$ cat config.mk
export PLATFORM = sky130hd
export DESIGN_NAME = mem_arbiter
export DESIGN_NICKNAME = d
export VERILOG_FILES = /design/src/rtl/mem_arbiter.sv
export SDC_FILE = /design/constraint.sdc
export NUM_CORES = 1
export LEC_CHECK = 0
export CORE_AREA = 4 4 129 131
export DETAILED_ROUTE_END_ITERATION = 16
export DIE_AREA = 0 0 133 135
export DONT_BUFFER_PORTS = 1
export GPL_TIMING_DRIVEN = 0
export PLACE_DENSITY = 0.61
export SYNTH_ARGS = -nofsm -noshare
export SYNTH_HDL_FRONTEND = slang
export SYNTH_SLANG_ARGS = --single-unit
$ cat constraint.sdc
create_clock -name clk -period 6.1 [get_ports clk]
set_clock_uncertainty 0.05 [all_clocks]
set_input_delay 1.22 -clock clk [delete_from_list [all_inputs] [get_ports clk]]
set_output_delay 1.22 -clock clk [all_outputs]
set_load 0.01 [all_outputs]
$ cat src/rtl/mem_arbiter.sv
// Arbitrates the byte-serial memory engine among instruction fetch, LSB load and LSB store.
// Optional grant/stall statistics outputs are compiled in when MEM_ARB_STAT_EN is defined.
module mem_arbiter #(
   parameter int unsigned STARVE_LIMIT = 4,
   parameter logic [31:0] HCI_ADDR     = 32'h0003_0000
) (
   input  logic        clk,
   input  logic        rst_n,
   input  logic        rdy,
   input  logic        jump_wrong_flag,
   input  logic        io_buffer_full,
   input  logic        if_req,
   input  logic [31:0] if_addr,
   output logic        if_gnt,
   output logic        if_done,
   output logic [31:0] if_data,
   input  logic        ls_req,
   input  logic        ls_type,
   input  logic [1:0]  ls_width,
   input  logic [31:0] ls_addr,
   input  logic [31:0] ls_val,
   input  logic [31:0] ls_rob_id,
   output logic        ls_gnt,
   output logic        ld_done,
   output logic [31:0] ld_val,
   output logic [31:0] ld_rob_id,
   output logic        st_done,
   output logic        eng_req,
   output logic        eng_type,
   output logic [1:0]  eng_width,
   output logic [31:0] eng_addr,
   output logic [31:0] eng_val,
   input  logic        eng_done,
   input  logic [31:0] eng_rdata
`ifdef MEM_ARB_STAT_EN
   ,
   output logic [31:0] stat_if_gnt,
   output logic [31:0] stat_ls_gnt,
   output logic [31:0] stat_io_stall
`endif
);

   localparam int unsigned SW = (STARVE_LIMIT < 1) ? 1 : $clog2(STARVE_LIMIT + 1);
   localparam logic [SW-1:0] STARVE_MAX = SW'(STARVE_LIMIT);
   localparam logic [SW-1:0] STARVE_ONE = SW'(1);

   typedef enum logic [2:0] {
      IDLE    = 3'd0,
      BUSY_IF = 3'd1,
      BUSY_LD = 3'd2,
      BUSY_ST = 3'd3,
      DRAIN   = 3'd4
   } state_t;

   state_t        state_r, state_s;
   logic [SW-1:0] starve_r, starve_s;
   logic [31:0]   rob_r, rob_s;

   logic          eng_req_s, eng_type_s;
   logic [1:0]    eng_width_s;
   logic [31:0]   eng_addr_s, eng_val_s;
   logic          if_gnt_s, ls_gnt_s, if_done_s, ld_done_s, st_done_s;
   logic [31:0]   if_data_s, ld_val_s, ld_rob_id_s;

   logic          hci_blk_s, st_elig_s, ld_elig_s, if_elig_s, starve_full_s;
   logic          pick_if_s, pick_st_s, pick_ld_s;
   logic [1:0]    ls_width_s;

   // Loads return the engine word zero-extended to the requested width.
   function automatic logic [31:0] zext_load(input logic [1:0] w, input logic [31:0] d);
      logic [31:0] r;
      case (w)
         2'd0:    r = d & 32'h0000_00FF;
         2'd1:    r = d & 32'h0000_FFFF;
         default: r = d;
      endcase
      return r;
   endfunction

   assign hci_blk_s     = io_buffer_full & (ls_addr >= HCI_ADDR);
   assign st_elig_s     = ls_req & ls_type & ~hci_blk_s;
   assign ld_elig_s     = ls_req & ~ls_type & ~jump_wrong_flag;
   assign if_elig_s     = if_req & ~jump_wrong_flag;
   assign starve_full_s = (starve_r == STARVE_MAX);
   assign ls_width_s    = (ls_width == 2'd2) ? 2'd3 : ls_width;

   // Winner selection for an IDLE decision: starved IF first, then store > load > IF.
   always_comb begin
      pick_if_s = 1'b0;
      pick_st_s = 1'b0;
      pick_ld_s = 1'b0;
      if (starve_full_s && if_elig_s) begin
         pick_if_s = 1'b1;
      end else if (st_elig_s) begin
         pick_st_s = 1'b1;
      end else if (ld_elig_s) begin
         pick_ld_s = 1'b1;
      end else if (if_elig_s) begin
         pick_if_s = 1'b1;
      end else begin
         pick_if_s = 1'b0;
      end
   end

   // Next-state, starvation counter and next registered output values.
   always_comb begin
      state_s     = state_r;
      starve_s    = starve_r;
      rob_s       = rob_r;
      eng_req_s   = eng_req;
      eng_type_s  = eng_type;
      eng_width_s = eng_width;
      eng_addr_s  = eng_addr;
      eng_val_s   = eng_val;
      if_data_s   = if_data;
      ld_val_s    = ld_val;
      ld_rob_id_s = ld_rob_id;
      if_gnt_s    = 1'b0;
      ls_gnt_s    = 1'b0;
      if_done_s   = 1'b0;
      ld_done_s   = 1'b0;
      st_done_s   = 1'b0;
      if (rdy) begin
         case (state_r)
            IDLE: begin
               if (pick_if_s) begin
                  state_s     = BUSY_IF;
                  if_gnt_s    = 1'b1;
                  eng_req_s   = 1'b1;
                  eng_type_s  = 1'b0;
                  eng_width_s = 2'd3;
                  eng_addr_s  = if_addr;
                  eng_val_s   = 32'd0;
               end else if (pick_st_s) begin
                  state_s     = BUSY_ST;
                  ls_gnt_s    = 1'b1;
                  eng_req_s   = 1'b1;
                  eng_type_s  = 1'b1;
                  eng_width_s = ls_width_s;
                  eng_addr_s  = ls_addr;
                  eng_val_s   = ls_val;
                  rob_s       = ls_rob_id;
               end else if (pick_ld_s) begin
                  state_s     = BUSY_LD;
                  ls_gnt_s    = 1'b1;
                  eng_req_s   = 1'b1;
                  eng_type_s  = 1'b0;
                  eng_width_s = ls_width_s;
                  eng_addr_s  = ls_addr;
                  eng_val_s   = 32'd0;
                  rob_s       = ls_rob_id;
               end else begin
                  state_s = IDLE;
               end
               if (jump_wrong_flag || pick_if_s || !if_req) begin
                  starve_s = '0;
               end else if ((pick_st_s || pick_ld_s) && !starve_full_s) begin
                  starve_s = starve_r + STARVE_ONE;
               end else begin
                  starve_s = starve_r;
               end
            end
            BUSY_IF, BUSY_LD: begin
               // A flushed fetch/load still owns the engine until it finishes, but reports nothing.
               if (jump_wrong_flag) begin
                  starve_s = '0;
                  if (eng_done) begin
                     state_s   = IDLE;
                     eng_req_s = 1'b0;
                  end else begin
                     state_s = DRAIN;
                  end
               end else if (eng_done) begin
                  state_s   = IDLE;
                  eng_req_s = 1'b0;
                  if (state_r == BUSY_IF) begin
                     if_done_s = 1'b1;
                     if_data_s = eng_rdata;
                  end else begin
                     ld_done_s   = 1'b1;
                     ld_val_s    = zext_load(eng_width, eng_rdata);
                     ld_rob_id_s = rob_r;
                  end
               end else begin
                  state_s = state_r;
               end
            end
            BUSY_ST: begin
               if (jump_wrong_flag) begin
                  starve_s = '0;
               end else begin
                  starve_s = starve_r;
               end
               if (eng_done) begin
                  state_s   = IDLE;
                  eng_req_s = 1'b0;
                  st_done_s = 1'b1;
               end else begin
                  state_s = BUSY_ST;
               end
            end
            DRAIN: begin
               if (jump_wrong_flag) begin
                  starve_s = '0;
               end else begin
                  starve_s = starve_r;
               end
               if (eng_done) begin
                  state_s   = IDLE;
                  eng_req_s = 1'b0;
               end else begin
                  state_s = DRAIN;
               end
            end
            default: begin
               state_s   = IDLE;
               eng_req_s = 1'b0;
               starve_s  = '0;
            end
         endcase
      end else begin
         state_s = state_r;
      end
   end

   // State, counter and output registers.
   always_ff @(posedge clk) begin
      if (!rst_n) begin
         state_r   <= IDLE;
         starve_r  <= '0;
         rob_r     <= 32'd0;
         eng_req   <= 1'b0;
         eng_type  <= 1'b0;
         eng_width <= 2'd0;
         eng_addr  <= 32'd0;
         eng_val   <= 32'd0;
         if_gnt    <= 1'b0;
         ls_gnt    <= 1'b0;
         if_done   <= 1'b0;
         ld_done   <= 1'b0;
         st_done   <= 1'b0;
         if_data   <= 32'd0;
         ld_val    <= 32'd0;
         ld_rob_id <= 32'd0;
      end else begin
         state_r   <= state_s;
         starve_r  <= starve_s;
         rob_r     <= rob_s;
         eng_req   <= eng_req_s;
         eng_type  <= eng_type_s;
         eng_width <= eng_width_s;
         eng_addr  <= eng_addr_s;
         eng_val   <= eng_val_s;
         if_gnt    <= if_gnt_s;
         ls_gnt    <= ls_gnt_s;
         if_done   <= if_done_s;
         ld_done   <= ld_done_s;
         st_done   <= st_done_s;
         if_data   <= if_data_s;
         ld_val    <= ld_val_s;
         ld_rob_id <= ld_rob_id_s;
      end
   end

`ifdef MEM_ARB_STAT_EN
   // Grant and HCI-stall statistics, wrapping, frozen while paused.
   always_ff @(posedge clk) begin
      if (!rst_n) begin
         stat_if_gnt   <= 32'd0;
         stat_ls_gnt   <= 32'd0;
         stat_io_stall <= 32'd0;
      end else if (rdy) begin
         stat_if_gnt   <= stat_if_gnt + {31'd0, if_gnt_s};
         stat_ls_gnt   <= stat_ls_gnt + {31'd0, ls_gnt_s};
         stat_io_stall <= stat_io_stall +
                          {31'd0, (state_r == IDLE) & ls_req & ls_type & hci_blk_s};
      end else begin
         stat_if_gnt   <= stat_if_gnt;
         stat_ls_gnt   <= stat_ls_gnt;
         stat_io_stall <= stat_io_stall;
      end
   end
`endif

endmodule
======== Yosys cells after proc, flatten, opt, wreduce, memory -nomap -nowiden ========
Cells that the tools add are included.
storage, ports and cells
  register bits ........................... 207
  output and inout bits ................... 169
  word-level logic and storage cells ...... 118
cells by class
  $add $sub $neg .......................... 1
  $lt $le $gt $ge ......................... 1
  equal/unequal tests ..................... 12
  muxes and demuxes ....................... 48
  bitwise gates (word level) .............. 16
  reduce and logical (&&, ||, !) cells .... 24
operator list
  kind                  count
  $mux 32               8
  $pmux 32 s2           1
  $ge 32x18->1 const B  1
  $mux 1                22
  $mux 3                6
  $mux 2                8
  $reduce_and 3->1      5
  $pmux 3 s4            1
  $not 1->1             10
  $reduce_and 5->1      2
  $reduce_or 4->1       2
  $and 1x1->1           6
  $eq 3x2->1 const B    2
  $eq 3x3->1 const B    2
  $ne 3x3->1 const B    2
  $pmux 3 s2            1
  $reduce_or 5->1       1
  $ne 2x1->1 const B    2
  $ne 4x4->1 const B    1
  $reduce_and 4->1      1
  $add 3x1->3 const B   1
  $eq 3x1->1 const B    1
  $logic_not 3->1       1
  $logic_or 1x1->1      3
  10 further kinds      12

======== Depth between registers and ports, before layout ========
  word-level depth ........................ 11
  depth in mapped cells ................... 9

======== Least setup slack after synthesis ========
OpenSTA, ideal clock, no wires.
  path type ............................... in2reg
  start ................................... input ls_addr[17]
  end ..................................... register rob_r[10]
  arrival ................................. 2.613 ns
  required time ........................... 5.922 ns
  path slack .............................. 3.309 ns
  stages .................................. 6
  cell sequence ........................... a211oi_1 a41oi_2 a211oi_4 buf_6 mux2i_1 nor2_1
on the way
  longest elaborated chain between the ends .. 8
  elaborated cells on any way between the ends .. 14
ends and longest elaborated chain
  what                                                      line  source
  from (decl)                                               20    input logic [31:0] ls_addr,
  $ge 32x18->1 *                                            80    assign hci_blk_s = io_buffer_full & (ls_addr >= HCI_ADDR);
  $and 1x1->1 *                                             80
  $not 1->1 *                                               81    assign st_elig_s = ls_req & ls_type & ~hci_blk_s;
  $and 1x1->1 *                                             81
  $mux 1                                                    94    end else if (st_elig_s) begin
  $mux 1                                                    92    if (starve_full_s && if_elig_s) begin
  $reduce_bool 2->1 (no line) or $not 1->1 (tied branches)  n/a
  $reduce_and 4->1 (no line)                                n/a
  to (signal assigned)                                      248   rob_r <= rob_s;
  to (decl)                                                 57    logic [31:0] rob_r, rob_s;
Mark *: on every way between the ends. The rest lies on a longest branch, timed or not.
A chain may end at the register's enable or synchronous reset.

======== Worst setup path in the final report ========
  start ................................... input ls_addr[20]
  end ..................................... register eng_addr[16]
on the way
  longest elaborated chain between the ends .. 8
  elaborated cells on any way between the ends .. 14
ends and longest elaborated chain
  what                                                    line  source
  $ge 32x18->1 *                                          80
  $and 1x1->1 *                                           80
  $not 1->1 *                                             81
  $and 1x1->1 *                                           81
  $mux 1                                                  94
  $mux 1                                                  92
  $reduce_bool 3->1 (no line) or $mux 32 (tied branches)  n/a
  $reduce_and 3->1 (no line) or $mux 32 (tied branches)   n/a
  to (signal assigned)                                    252   eng_addr <= eng_addr_s;
  to (decl)                                               31    output logic [31:0] eng_addr,
Marks and branches as above.

==> reports/metrics.yaml <==
status:
  status: "finished, final reports clean"
worst_hold_path:
  hp-class: "flop to flop"
  whs_path_depth: 2
  hp-start: "rob_r[5]"
  whs_endpoint: "ld_rob_id[5]"
final_layout:
  final_cell_mix: "nand2_1, dfxtp_1, a21oi_1"
  final_layout_size_suffix_gt1_share_pct: 8.44
  seqCellArea_um2: 4140
  multiInputGateArea_um2: 3120
  finish.instance_area_um2: 8660
  diodes: 0
  filler_cell_count: 1385
  syn_to_final_growth_pct: 13.7
  final_common_cell: "nand2_1"
  nNetsFinal: 1034
setup_path:
  crit_buf_inv: 2
  r2r_cells: 7
  cp-start-kind: "input port"
  r2r_start: "state_r[2]"
  crit_family: "compound AO/OA/AOI/OAI gates"
  cpMostUsedCell: "buf_2"
  critPathMaxFanout: 10
  cp.arrival_ps: 3050
  r2r_setup_slack_ps: 3920
  critPathKind: "input port to flop"
  worstSetupEndpointType: "flop"
  required_ps: 6410
  path_cells: "nor4_2 > a41oi_2 > o21ai_2 > and2_1 > buf_2 > buf_2 > a311oi_1"
  crit_slowest_cell: "nor4_2"
  max_stage_delay_ps: 440
  rr_endpoint: "if_data[1]"
pwr:
  vdd_ir_drop_max_uv: 197
  intPower_mw: 2.30
  power_frac_seq_pct: 47.8
  pwr_density_cell_nw_per_um2: 345
  p_comb_share_pct: 5.6
  p_leak_nw: 3.12
  switching_share_pct: 22.8
  power_frac_clock_pct: 46.6
  p_sw_uw: 681
floorplan:
  die_w_um: 133
  coreArea_um2: 15600
  dieArea_um2: 18000
  io-pin-count: 340
  die_y_um: 135
  start_util_pct: 48.8
  rows: 46
yosys:
  synth_area_um2: 7610
  yosysUniqueCellTypes: 41
  ys_ff_latch: 207
  synth_edf_count: 0
  ys.flop_type: "dfxtp_1"
  synth_nets: 1010
  avgSynthCellArea_um2: 9.10
  syn_inst: 837
  synthTopCellsByArea: "dfxtp_1, nand2_1, a21oi_1, a22o_1, mux2i_1"
  async_reset_ff_share_pct: 0
  netlist.area_leader.share_pct: 54.4
  ys_seq_area_share_pct: 54.4
  yosysWarnings: 0
  synth_top_area_cell: "dfxtp_1"
clock_tree:
  cts_tree: "done"
  cts_buffers: 22
  cts_sinks: 207
  clk_latency_ps: 500
  cts_hold_buf: 0
  htreeDepth: 1
  cts.path.max_buffers: 3
  cts_setup_buffers: 0
  cts-root-buf: "clkbuf_16"
  clk_pin_slew_ps: 60
  post_cts_resize_count: 0
place:
  hpwl_um: 16500
  portBuffers: 0
  dpl_cell_area_um2: 7880
  gp_routability_congestion: 0.839
timing:
  setup_viol_count_final: 0
  period_share_pct: 44.9
  final.min_clock_period_ps: 2740
  timing.fmax_mhz: 365
  finalSetupTns_ps: 0
  worst_slew_pin_slew_ps: 664
  rsz0062_at_grt: "false"
  hold_violations: 0
  relSlewSlack_pct: 55.4
  slew_violations: 0
routing:
  antenna_left: 0
  firstDrtPassIters: 6
  drt-initial-drc-count: 231
  vias_per_cell: 5.61
  vias: 6134
  wl_per_cell_um: 19.9
  drt-total-wl_um: 21700
  route.detailed.drc: 0
global_route:
  grt-ovfl-total: 0
  grt_pass1_vias: 6193
  grt_usage_pct: 22.6
  grt_max_degree: 15
  antenna_found_initial: 0
  grt_pass1_wl_um: 33100
run:
  cap_viol_max_count: 0
-- cell families (layout without fill, tap and decap cells) --
family | Yosys count | count (layout) | share of synthesized area [%]
xor gates and xnor gates | 1 | 1 | 0.115
and+or+nand+nor | 293 | 293 | 15.7
AOI/OAI and AO/OA | 227 | 227 | 20.5
buffers and inverters | 75 | 115 | 4.65
muxes | 32 | 32 | 4.21
adders and majority gates | 2 | 2 | 0.329
DFF | 207 | 207 | 54.4
-- power groups by stage --
stage | clock network [mW] | registers (mW) | logic [mW]
6_report | 1.39 | 1.43 | 0.167
5_1_grt | 1.48 | 1.43 | 0.187
4_1_cts | 1.42 | 1.43 | 0.168
3_5_place_dp | 0 | 1.46 | 0.167
3_3_place_gp | 0 | 1.46 | 0.160
2_1_floorplan | 0 | 1.45 | 0.132
-- tightest hold or removal path: cells and delay by family (launching register included) --
kind            cells  cell delay [ps]
compound gates      1               50
flops               1              310
simple gates        1               50
-- flip-flops by register name, summed over array words and instances (netlist names), 2 cells and up --
name       count
eng_width      2
eng_addr      32
ld_val        32
ld_rob_id     32
if_data       32
starve_r       3
rob_r         32
eng_val       32
state_r        3
-- area by class of cell --
cell class	count	share of cell area (%)
plain buffers	70	3.87
clock buffers	30	7.28
clock inverters	10	1.65
inverters	5	0.217
multi-input cells	555	36.0
flip-flops and latches	207	47.9
well taps	216	3.12
-- layer usage --
layer / wire, um / track usage, % / vias to the layer above
met1: 7940 / 24.5 / 2862
met5: 0 / 0 / -
met4: 587 / 7.85 / 0
li1: - / - / 2959
met3: 2490 / 9.99 / 41
met2: 10700 / 39.2 / 272
-- stage by stage --
step	std cells	utilization, %	worst slack, ps	hold WS (ps)	power [mW]
final	1093	55.5	3360	398	2.99
after global routing	1093	55.5	3250	415	3.09
after global placement	1053	50.5	2930	386	1.62
after floorplan	837	-	3310	381	1.58
after detailed placement	1053	50.5	2890	396	1.62
after CTS	1093	55.5	3400	400	3.01
-- worst max-delay path by stage --
stage | from | end | cells past startpoint
global placement | ls_addr[20] | eng_addr[15] | 7
floorplan | ls_addr[17] | rob_r[10] | 6
global route | ls_addr[20] | eng_addr[29] | 7
detailed placement | ls_addr[20] | eng_addr[17] | 7
finish | ls_addr[20] | eng_addr[16] | 7
CTS | ls_addr[20] | eng_addr[21] | 7
-- synth_stat cells (4+ instances only) --
| library cell | count |
|---|---|
| nand2_1 | 219 |
| buf_2 | 22 |
| o31ai_1 | 6 |
| a21oi_1 | 112 |
| nor2b_1 | 6 |
| a311oi_1 | 32 |
| nor2_1 | 43 |
| o21a_1 | 4 |
| inv_1 | 4 |
| dfxtp_1 | 207 |
| nand3_1 | 6 |
| nor3_1 | 4 |
| buf_6 | 6 |
| clkbuf_1 | 41 |
| mux2i_1 | 32 |
| a22o_1 | 56 |
Note: power is estimated with default switching activity, not from simulation.
